**src/rtl/axi_rd_arbiter_if.sv**
```systemverilog
// Signal bundle between the read-path arbiter and the masters/slave it sits between.
// The slave modport is the arbiter's view; the master modport is the driving side's view.
interface axi_rd_arbiter_if;
  logic       m0_arvalid;
  logic       m1_arvalid;
  logic       m2_arvalid;
  logic       m_arready;
  logic       m_rvalid;
  logic       m_rlast;
  logic       s_rready;
  logic [2:0] rd_grant;
  logic       rd_busy;
  logic       rd_timeout;

  modport slave (
    input  m0_arvalid,
    input  m1_arvalid,
    input  m2_arvalid,
    input  m_arready,
    input  m_rvalid,
    input  m_rlast,
    input  s_rready,
    output rd_grant,
    output rd_busy,
    output rd_timeout
  );

  modport master (
    output m0_arvalid,
    output m1_arvalid,
    output m2_arvalid,
    output m_arready,
    output m_rvalid,
    output m_rlast,
    output s_rready,
    input  rd_grant,
    input  rd_busy,
    input  rd_timeout
  );
endinterface

```
**src/rtl/axi_rd_arbiter.sv**
```systemverilog
// Round-robin read-path arbiter for three masters: holds a one-hot grant from arbitration
// to the last R beat, with a watchdog that releases a grant stalled without AR/R progress.
module axi_rd_arbiter #(
  parameter int TIMEOUT_CYC = 256,
  parameter int CNT_WIDTH   = 16
) (
  input  logic            sys_clk,
  input  logic            sys_rst,
  axi_rd_arbiter_if.slave bus
);

  typedef enum logic [1:0] {
    IDLE = 2'd0,
    ADDR = 2'd1,
    DATA = 2'd2
  } state_t;

  localparam bit                   WD_EN   = (TIMEOUT_CYC != 0);
  localparam logic [CNT_WIDTH-1:0] WD_LAST = CNT_WIDTH'(WD_EN ? TIMEOUT_CYC - 1 : 0);
  localparam logic [CNT_WIDTH-1:0] WD_MAX  = '1;

  state_t               state_reg, state_next;
  logic [2:0]           grant_reg, grant_next;
  logic [2:0]           last_grant_reg, last_grant_next;
  logic [CNT_WIDTH-1:0] wd_cnt_reg, wd_cnt_next;
  logic                 busy_reg;
  logic                 timeout_reg, timeout_next;

  logic [2:0] arvalid_vec;
  logic [2:0] sel_vec;
  logic [2:0] pick;
  logic       sel_arvalid;
  logic       ar_hs;
  logic       r_hs;
  logic       any_hs;
  logic       wd_expired;

  assign arvalid_vec = {bus.m2_arvalid, bus.m1_arvalid, bus.m0_arvalid};

  generate
    for (genvar gi = 0; gi < 3; gi++) begin : g_sel
      assign sel_vec[gi] = grant_reg[gi] & arvalid_vec[gi];
    end
  endgenerate

  assign sel_arvalid = |sel_vec;
  assign ar_hs       = sel_arvalid & bus.m_arready;
  assign r_hs        = bus.m_rvalid & bus.s_rready;
  assign any_hs      = ar_hs | r_hs;
  // Any handshake in the expiry cycle counts as progress and suppresses the release.
  assign wd_expired  = WD_EN && (wd_cnt_reg == WD_LAST) && !any_hs;

  // Search starts just after the previous owner, wrapping 0 -> 1 -> 2 -> 0.
  always_comb begin
    pick = 3'b000;
    case (last_grant_reg)
      3'b001: begin
        if (arvalid_vec[1])      pick = 3'b010;
        else if (arvalid_vec[2]) pick = 3'b100;
        else if (arvalid_vec[0]) pick = 3'b001;
      end
      3'b010: begin
        if (arvalid_vec[2])      pick = 3'b100;
        else if (arvalid_vec[0]) pick = 3'b001;
        else if (arvalid_vec[1]) pick = 3'b010;
      end
      default: begin
        if (arvalid_vec[0])      pick = 3'b001;
        else if (arvalid_vec[1]) pick = 3'b010;
        else if (arvalid_vec[2]) pick = 3'b100;
      end
    endcase
  end

  always_comb begin
    state_next      = state_reg;
    grant_next      = grant_reg;
    last_grant_next = last_grant_reg;
    wd_cnt_next     = wd_cnt_reg;
    timeout_next    = 1'b0;

    case (state_reg)
      IDLE: begin
        grant_next  = 3'b000;
        wd_cnt_next = '0;
        if (|arvalid_vec) begin
          grant_next = pick;
          state_next = ADDR;
        end
      end

      ADDR, DATA: begin
        if (any_hs) begin
          wd_cnt_next = '0;
        end else if (wd_cnt_reg != WD_MAX) begin
          wd_cnt_next = wd_cnt_reg + 1'b1;
        end

        if (state_reg == ADDR && ar_hs) begin
          state_next = DATA;
        end else if (state_reg == DATA && r_hs && bus.m_rlast) begin
          grant_next      = 3'b000;
          last_grant_next = grant_reg;
          wd_cnt_next     = '0;
          state_next      = IDLE;
        end else if (wd_expired) begin
          grant_next      = 3'b000;
          last_grant_next = grant_reg;
          wd_cnt_next     = '0;
          timeout_next    = 1'b1;
          state_next      = IDLE;
        end
      end

      default: begin
        grant_next  = 3'b000;
        wd_cnt_next = '0;
        state_next  = IDLE;
      end
    endcase
  end

  always_ff @(posedge sys_clk) begin
    if (sys_rst) begin
      state_reg      <= IDLE;
      grant_reg      <= 3'b000;
      last_grant_reg <= 3'b100;
      wd_cnt_reg     <= '0;
      busy_reg       <= 1'b0;
      timeout_reg    <= 1'b0;
    end else begin
      state_reg      <= state_next;
      grant_reg      <= grant_next;
      last_grant_reg <= last_grant_next;
      wd_cnt_reg     <= wd_cnt_next;
      busy_reg       <= |grant_next;
      timeout_reg    <= timeout_next;
    end
  end

  assign bus.rd_grant   = grant_reg;
  assign bus.rd_busy    = busy_reg;
  assign bus.rd_timeout = timeout_reg;

endmodule
```
**src/flat_wrapper.sv**
```systemverilog
// flat-port wrapper written by rule: the top's interface ports become plain ports
module axi_rd_arbiter_flat 
#(
  parameter int TIMEOUT_CYC = 256,
  parameter int CNT_WIDTH   = 16
)
  (sys_clk, sys_rst, bus_m0_arvalid, bus_m1_arvalid, bus_m2_arvalid, bus_m_arready, bus_m_rvalid, bus_m_rlast, bus_s_rready, bus_rd_grant, bus_rd_busy, bus_rd_timeout);
  axi_rd_arbiter_if bus_i ();
  input  logic sys_clk;
  input  logic sys_rst;
  input wire logic [$bits(bus_i.m0_arvalid)-1:0] bus_m0_arvalid;
  input wire logic [$bits(bus_i.m1_arvalid)-1:0] bus_m1_arvalid;
  input wire logic [$bits(bus_i.m2_arvalid)-1:0] bus_m2_arvalid;
  input wire logic [$bits(bus_i.m_arready)-1:0] bus_m_arready;
  input wire logic [$bits(bus_i.m_rvalid)-1:0] bus_m_rvalid;
  input wire logic [$bits(bus_i.m_rlast)-1:0] bus_m_rlast;
  input wire logic [$bits(bus_i.s_rready)-1:0] bus_s_rready;
  output wire logic [$bits(bus_i.rd_grant)-1:0] bus_rd_grant;
  output wire logic [$bits(bus_i.rd_busy)-1:0] bus_rd_busy;
  output wire logic [$bits(bus_i.rd_timeout)-1:0] bus_rd_timeout;
  assign bus_i.m0_arvalid = bus_m0_arvalid;
  assign bus_i.m1_arvalid = bus_m1_arvalid;
  assign bus_i.m2_arvalid = bus_m2_arvalid;
  assign bus_i.m_arready = bus_m_arready;
  assign bus_i.m_rvalid = bus_m_rvalid;
  assign bus_i.m_rlast = bus_m_rlast;
  assign bus_i.s_rready = bus_s_rready;
  assign bus_rd_grant = bus_i.rd_grant;
  assign bus_rd_busy = bus_i.rd_busy;
  assign bus_rd_timeout = bus_i.rd_timeout;
  axi_rd_arbiter #(.TIMEOUT_CYC(TIMEOUT_CYC), .CNT_WIDTH(CNT_WIDTH)) u_core (.sys_clk(sys_clk), .sys_rst(sys_rst), .bus(bus_i));
endmodule
```
**config.mk**
```make
export PLATFORM = sky130hd
export DESIGN_NAME = axi_rd_arbiter_flat
export DESIGN_NICKNAME = d
export VERILOG_FILES = /design/src/rtl/axi_rd_arbiter_if.sv /design/src/rtl/axi_rd_arbiter.sv /design/src/flat_wrapper.sv
export SDC_FILE = /design/constraint.sdc
export NUM_CORES = 1
export LEC_CHECK = 0
export CAP_MARGIN = 15
export CORE_MARGIN = 2
export CORE_UTILIZATION = 36
export DETAILED_ROUTE_END_ITERATION = 6
export SYNTH_ARGS = -nofsm -noshare
export SYNTH_HDL_FRONTEND = slang
export SYNTH_SLANG_ARGS = --single-unit
```
**constraint.sdc**
```tcl
create_clock -name sys_clk -period 2.1 [get_ports sys_clk]
set_clock_uncertainty 0.1 [all_clocks]
set_input_delay 0.21 -clock sys_clk [delete_from_list [all_inputs] [get_ports sys_clk]]
set_output_delay 0.21 -clock sys_clk [all_outputs]
set_load 0.005 [all_outputs]
```
; ---- Word level (Yosys, flattened, before mapping)
; Cells that the tools add are included.
[classes]
add_sub_neg = 1
eq_ne = 8
muxes = 28
bitwise = 8
n_reduce_logical = 15
[ops]
columns = operator, count
row1 = $mux 16, 5
row2 = $mux 3, 13
row3 = $add 16x1->16 const B, 1
row4 = $eq 16x8->1 const B, 1
row5 = $ne 16x16->1 const B, 1
row6 = $pmux 3 s2, 2
row7 = $mux 2, 5
row8 = $reduce_or 3->1, 3
row9 = $and 1x1->1, 5
row10 = $logic_and 1x1->1, 4
row11 = $ne 4x1->1 const B, 1
row12 = $pmux 2 s2, 1
row13 = $reduce_or 2->1, 2
row14 = $reduce_or 4->1, 1
row15 = $eq 3x1->1 const B, 1
row16 = $eq 3x2->1 const B, 1
row17 = $reduce_and 3->1, 1
row18 = $eq 2x1->1 const B, 1
row19 = $eq 2x2->1 const B, 1
row20 = $logic_not 2->1, 1
row21 = $mux 1, 2
row22 = $ne 2x1->1 const B, 1
row23 = $not 1->1, 2
row24 = $reduce_and 2->1, 1
row25 = other kinds (3), 3
[word_totals]
regBits = 26
inputBits = 9
output_inout_bits = 5
elab_cells = 66

; ---- Depth between registers and ports, before layout
; Gate-level depths: netlist of the first run.
[depth]
ltp_word = 11
depth_mapped = 7
ltp_nobuf = 6

; ---- Worst setup path before layout of the first run
; OpenSTA, ideal clock, no wires.
[synth_timing]
kind = register to register
start = reg u_core.grant_reg[0] (netlist: u_core.bus.rd_grant[0])
end = reg u_core.wd_cnt_reg[10]
setup_time_ns = 0.070
t_arrival_ns = 1.897
required_ns = 1.930
slack_ns = 0.034
stages_incl_launch_ff = 7
path_buffers = 2
period_less_slack_ns = 2.066
cell_sequence = dfxtp_1 > a222oi_1 > o21ai_1 > or4b_1 > buf_2 > buf_6 > a21oi_1
[synth_between]
elab_chain_cells = 9
elab_cells_between_ends = 11
classes_between = mux (4) / bitwise (3) / reduce/logical (4)
[synth_lines]
columns = element, line
row1 = from (decl), axi_rd_arbiter.sv:23  ; logic [2:0] grant_reg, grant_next;
row2 = from (signal assigned), axi_rd_arbiter.sv:133  ; grant_reg <= grant_next;
row3 = $and 1x1->1 *, axi_rd_arbiter.sv:42  ; assign sel_vec[gi] = grant_reg[gi] & arvalid_vec[gi];
row4 = $reduce_or 3->1 *, axi_rd_arbiter.sv:46  ; assign sel_arvalid = |sel_vec;
row5 = $and 1x1->1 *, axi_rd_arbiter.sv:47  ; assign ar_hs = sel_arvalid & bus.m_arready;
row6 = $or 1x1->1, axi_rd_arbiter.sv:49  ; assign any_hs = ar_hs | r_hs;
row7 = $logic_not 1->1, axi_rd_arbiter.sv:51  ; assign wd_expired = WD_EN && (wd_cnt_reg == WD_LAST) && !any_hs;
row8 = $logic_and 1x1->1, axi_rd_arbiter.sv:51
row9 = $mux 16, axi_rd_arbiter.sv:106  ; end else if (wd_expired) begin
row10 = $mux 16, axi_rd_arbiter.sv:101  ; end else if (state_reg == DATA && r_hs && bus.m_rlast) begin
row11 = $mux 16 *, axi_rd_arbiter.sv:99  ; if (state_reg == ADDR && ar_hs) begin
row12 = to (signal assigned), axi_rd_arbiter.sv:135  ; wd_cnt_reg <= wd_cnt_next;
row13 = to (decl), axi_rd_arbiter.sv:25  ; logic [CNT_WIDTH-1:0] wd_cnt_reg, wd_cnt_next;
; Every way passes the cells marked *; elsewhere a longest branch is shown, timed or not.
; A chain may end at the register's enable or synchronous reset.

; ---- Worst setup path in the final report of the first run
[layout_timing]
start = reg u_core.wd_cnt_reg[11]
end = reg u_core.busy_reg (netlist: u_core.bus.rd_busy)
[layout_between]
elab_chain_cells = 7
[layout_lines]
columns = element, line
row1 = $eq 16x8->1, axi_rd_arbiter.sv:51
row2 = $logic_and 1x1->1, axi_rd_arbiter.sv:51
row3 = $mux 3, axi_rd_arbiter.sv:106
row4 = $mux 3, axi_rd_arbiter.sv:101
row5 = $mux 3, axi_rd_arbiter.sv:99
row6 = $pmux 3 s2, axi_rd_arbiter.sv:82  ; case (state_reg)
row7 = $reduce_or 3->1, axi_rd_arbiter.sv:136  ; busy_reg <= |grant_next;
row8 = to (signal assigned), axi_rd_arbiter.sv:136
row9 = to (decl), axi_rd_arbiter.sv:26  ; logic busy_reg;
; Every way passes these cells.

==> results_dict.tcl, run 1 <==
set metrics [dict create \
    setup-violations-final 0 \
    drc 0 \
    fill_cells 387 \
    globalplace.congestion 0.917 \
    antenna_found_initial 0 \
    numCtsBuffers 3 \
    initial_core_util_pct 37.9 \
    ys_warn_count 0 \
    cts.sinks 26 \
    synth_edf_count 0 \
    hp-class "reg2reg" \
    netlist_area_mm2 0.00153 \
    synth_largest_area_cell "dfxtp_1" \
    cpPeakStageDelay_ns 0.56 \
    cpMaxStageDelayCell "or4_4" \
    crit_fanout 7 \
    track_usage_pct 17.3 \
    area_growth_pct 31.9 \
    ys_types 43 \
    die_height_um 69.1 \
    final.min_clock_period_ns 2.06 \
    fin_crit_sh_pct 98.3 \
    dr.pass1.iters 4 \
    fin_tns_setup_ns 0 \
    largest_reg_flops 16 \
    route.vias.total 1610 \
    grt_pass1_wl_mm 6.83 \
    outcome "complete, no violations" \
    final_layout_size_suffix_gt1_share_pct 20.1 \
    ys_seq_area_share_pct 34.1 \
    postLayoutCoreUtil_pct 50.0 \
    routed_wl_mm 4.37 \
    core_mm2 0.00403 \
    io_pins 14 \
    max_freq_mhz 485 \
    grt_overflow_total 0 \
    place_inst 262 \
    clkSlewWorstSetupHoldPaths_ns 0.10 \
    io_buffers 13 \
    die_w_um 69.1 \
    die-area_mm2 0.00478 \
    cts_buffer_depth 2 \
    clk_latency_ns 0.28 \
    crit_arrival_ns 2.11 \
    grt_pass1_vias 1554 \
    layout_commonest_cell "dfxtp_1" \
    cts_tree "yes" \
    clock-root-buffer "clkbuf_8" \
    maxSlewHeadroom_pct 68.7 \
    fin_cells 269 \
    postRouteAntennaNets 0 \
    num-nets-final 234 \
    synth_fp_nets 199 \
    hold_ws_ns 0.390 \
    finalMaxSlewViolations 0 \
    worst_pin_slew_ns 0.465 \
    yosysTopAreaCellShare_pct 34.1 \
    leakage_nw 0.713 \
    start_kind "register" \
    power_w 0.00127 \
    critPathBufInv 1 \
    crit_required_ns 2.14 \
    hold_violations 0 \
    async_flop_share_pct 0 \
    drt-wirelength-per-cell_um 16.2 \
    synth-seq-cells 26 \
    mostFrequentLayoutCells "dfxtp_1 (25), buf_4 (22), a21oi_1 (18)" \
    rows 23 \
    dp_hpwl_mm 3.10 \
    cp_common_cell "or4_4" \
    yosys-top-cells-area "dfxtp_1 (34%), a21oi_1 (5.9%), or4_1 (4.9%)" \
    synth_ff_type "dfxtp_1" \
    grt_start_max_net_pins 17 \
    drt_iter0_markers 83 \
    antenna_cells 0 \
    power_density_mw_per_mm2 631 \
    h-tree-depth 1 \
    peakVddDrop_mv 0.345 \
    avgSynthCellArea_um2 8.26 \
    crit_chain "or4_4, or4_4, nor2_1, buf_4, o21ai_0" \
    drv_cap 0 \
    setup.worst_path.class "reg2reg" \
    viasPerCell 5.99 \
    end_kind "register" \
    synthCells 185 \
    crit_family "simple AND/OR/NAND/NOR gates" \
]
[worst paths after layout]
check	startpoint	endpoint	slack (ns)	cells after the start
worst min register to register	u_core.wd_cnt_reg[11]$_SDFF_PP0_	u_core.wd_cnt_reg[11]$_SDFF_PP0_	0.39	2
worst min-delay path	u_core.wd_cnt_reg[11]$_SDFF_PP0_	u_core.wd_cnt_reg[11]$_SDFF_PP0_	0.39	2
worst max register to register	u_core.wd_cnt_reg[11]$_SDFF_PP0_	u_core.bus.rd_busy$_SDFF_PP0_	0.04	5
worst max-delay path	u_core.wd_cnt_reg[11]$_SDFF_PP0_	u_core.bus.rd_busy$_SDFF_PP0_	0.04	5
[cell families after synthesis]
| logic type | synth area share, % |
|---|---|
| AOI/OAI and AO/OA | 22.9 |
| buffers and inverters | 4.01 |
| muxes | 3.36 |
| adders and majority gates | 4.10 |
| xor gates and xnor gates | 0.573 |
| DFF | 34.1 |
| and+or+nand+nor | 31.0 |
[cell type report]
type,instances,area [um2],area share [%]
clock inverter,1,30.0,1.49
inverter,7,26.3,1.30
multi-input combinational,145,991,49.2
tap,50,62.6,3.10
sequential,26,522,25.9
timing repair buffer,37,343,17.0
clock buffer,3,41.3,2.05
[power breakdown]
group | internal [W] | leakage [nW] | total, W | switching, W
registers | 0.000515 | 0.211 | 0.000532 | 0.0000166
clock network | 0.000256 | 0.0357 | 0.000428 | 0.000172
logic | 0.000158 | 0.466 | 0.000313 | 0.000155
[what timing repair did]
item / in CTS / in global routing
setup buffers: 1 / 1
hold buffers: 0 / 0
resized for setup: 0 / 15
cloned: 0 / 1
endpoints found under the setup margin: 4 / 14
pin swaps: 1 / 2
[metal layers]
layer | up-vias | GRT usage, % | part of all wire, %
li1 | 784 | - | -
met1 | 775 | 19.3 | 41
met3 | 9 | 3.51 | 3.4
met2 | 42 | 32.1 | 54
met4 | 0 | 6.54 | 2.1
met5 | - | 0 | 0
[worst register-to-register path: stages, from the launching register on]
cell     delay, ns
dfxtp_2       0.35
or4_4         0.52
or4_4         0.56
nor2_1        0.10
buf_4         0.16
o21ai_0       0.14
[Yosys cell counts (all sizes together), types with 5 or more instances]
cell type / n
o21ai: 9
nor2: 10
clkbuf: 5
nand2b: 5
a21oi: 18
ha: 5
dfxtp: 26
nand3: 10
or4: 10
o31ai: 7
nor3: 8
nand2: 9
nand4: 5
inv: 7
[metrics by stage]
stage / instance area [um2] / worst slack [ns]
2_1_floorplan: 1530 / 0.0337
3_3_place_gp: 1840 / -0.185
3_5_place_dp: 1840 / -0.322
4_1_cts: 1920 / 0.0149
5_1_grt: 2020 / -0.00453
6_report: 2020 / 0.0362
Power figures use the tool's default switching activity.
==> run 2: changes to the inputs <==
==> constraint.sdc (replaced) <==
create_clock -name sys_clk -period 2.4 [get_ports sys_clk]
set_clock_uncertainty 0.1 [all_clocks]
set_input_delay 0.24 -clock sys_clk [delete_from_list [all_inputs] [get_ports sys_clk]]
set_output_delay 0.24 -clock sys_clk [all_outputs]
set_load 0.05 [all_outputs]
==> run 2 against run 1 <==
Cell count fell by 4.5%; clock-buffer cell count up 1; register-to-register slack better by 0.21 ns; via count down 4.6%; sequential share of layout area increased by 2.6 points; sequential power down 12%; utilization down 4.6 points; worst hold slack improved by 0.020 ns; setup slack improved by 0.21 ns; global-route usage is 1.2 points lower; combinational power shrank 16%; critical endpoint unchanged; highest routed layer unchanged.
==> results_dict.tcl, run 2 (synthesis results as in run 1) <==
set metrics [dict create \
    outcome "complete, no violations" \
    h-tree-depth 1 \
    place_inst 253 \
    crit_required_ns 2.43 \
    drc 0 \
    critical_path.startpoint "u_core.wd_cnt_reg[8]$_SDFF_PP0_" \
    io_pins 14 \
    cts-resized-gates 0 \
    die_height_um 69.1 \
    setup-violations-final 0 \
    clkSlewWorstSetupHoldPaths_ns 0.10 \
    fin_crit_sh_pct 89.6 \
    hp-class "reg2reg" \
    crit_fanout 8 \
    dr.pass1.iters 4 \
    numCtsBuffers 3 \
    track_usage_pct 16.1 \
    clk_latency_ns 0.27 \
    start_kind "register" \
    num-nets-final 222 \
    power_frac_seq_pct 45.9 \
    cts.sinks 26 \
    clock-root-buffer "clkbuf_8" \
    antenna_cells 0 \
    leakage_nw 0.618 \
    maxSlewHeadroom_pct 63.6 \
    crit_arrival_ns 2.18 \
    route.vias.total 1536 \
    cts_buffer_depth 2 \
    setup.worst_path.class "reg2reg" \
    core_mm2 0.00403 \
    viasPerCell 5.98 \
    cts_setup_buffers 0 \
    hp-start "u_core.wd_cnt_reg[6]$_SDFF_PP0_" \
    cts_hold_buffers 0 \
    drv_cap 0 \
    mostFrequentLayoutCells "dfxtp_1 (26), a21oi_1 (18), clkdlybuf4s50_1 (13)" \
    max_freq_mhz 465 \
    finalMaxSlewViolations 0 \
    fin_tns_setup_ns 0 \
    drt_iter0_markers 128 \
    layout_commonest_cell "dfxtp_1" \
    worst_pin_slew_ns 0.541 \
    rows 23 \
    grt_start_max_net_pins 17 \
    initial_core_util_pct 37.9 \
    fin_cells 257 \
    routed_wl_mm 3.78 \
    grt_pass1_wl_mm 6.36 \
    largest_reg_flops 16 \
    die-area_mm2 0.00478 \
    end_kind "register" \
    hold_violations 0 \
    io_buffers 13 \
    rsz0062_at_grt "false" \
    final_layout_size_suffix_gt1_share_pct 10.1 \
    cts_tree "yes" \
    fill_cells 403 \
    seq_area_um2 520 \
    postRouteAntennaNets 0 \
    grt_pass1_vias 1476 \
    globalplace.congestion 0.789 \
    die_w_um 69.1 \
    p_sw_w 0.000314 \
    dp_hpwl_mm 2.88 \
    antenna_found_initial 0 \
    r2r-start "u_core.wd_cnt_reg[8]$_SDFF_PP0_" \
    grt_overflow_total 0 \
    area_growth_pct 19.8 \
    drt-wirelength-per-cell_um 14.7 \
    power_density_mw_per_mm2 557 \
    power.internal_w 0.000706 \
    switching_share_pct 30.8 \
    pwr-share-clk_pct 28.4 \
    peakVddDrop_mv 0.271 \
    multiInputGateArea_um2 946 \
    combPwrFrac_pct 25.8 \
    final.min_clock_period_ns 2.15 \
]
-- run 2: layer usage --
layer  GRT usage (%)  vias up  wire length (um)
met1            17.3      708              1610
met2            29.2       44              1850
met3            3.95       16               176
li1                -      768                 -
met4            7.84        0               146
met5               0        -                 0
-- run 2: cell type report --
class	count	area share, %
timing repair buffer	25	12.0
clock buffer	4	3.01
inverter	7	1.44
multi-input combinational	145	51.7
tap	50	3.42
sequential	26	28.4
-- run 2: worst paths after layout --
check                                                  endpoint  slack (ns)  depth (start not counted)
worst max-delay path              u_core.bus.rd_busy$_SDFF_PP0_        0.25                          5
worst min-delay path            u_core.wd_cnt_reg[6]$_SDFF_PP0_        0.41                          2
worst max register to register    u_core.bus.rd_busy$_SDFF_PP0_        0.25                          5
worst min register to register  u_core.wd_cnt_reg[6]$_SDFF_PP0_        0.41                          2
-- run 2: stage by stage --
step	total power [W]	hold WS (ns)	setup WS [ns]	utilization [%]	instance area, um2
finish	0.00102	0.410	0.250	45.4	1830
global placement	0.000729	0.373	0.0870	44.1	1780
floorplan	0.000650	0.259	0.109	-	1530
detailed placement	0.000739	0.397	-0.00644	44.1	1780
global route	0.00107	0.428	0.142	45.4	1830
CTS	0.00103	0.414	0.252	45.4	1830
-- run 2: power by group through the flow --
stage / Clock (W) / Combinational (W) / Sequential [W]
floorplan: 0 / 0.000139 / 0.000511
global placement: 0 / 0.000252 / 0.000477
CTS: 0.000299 / 0.000262 / 0.000468
finish: 0.000289 / 0.000263 / 0.000468
detailed placement: 0 / 0.000261 / 0.000479
global route: 0.000313 / 0.000284 / 0.000471
-- run 2: worst max-delay path, stage by stage (launching register included) --
cell	delay, ns
dfxtp_1	0.37
or4_1	0.55
or4_1	0.57
nor2_1	0.11
buf_4	0.15
o21ai_0	0.15
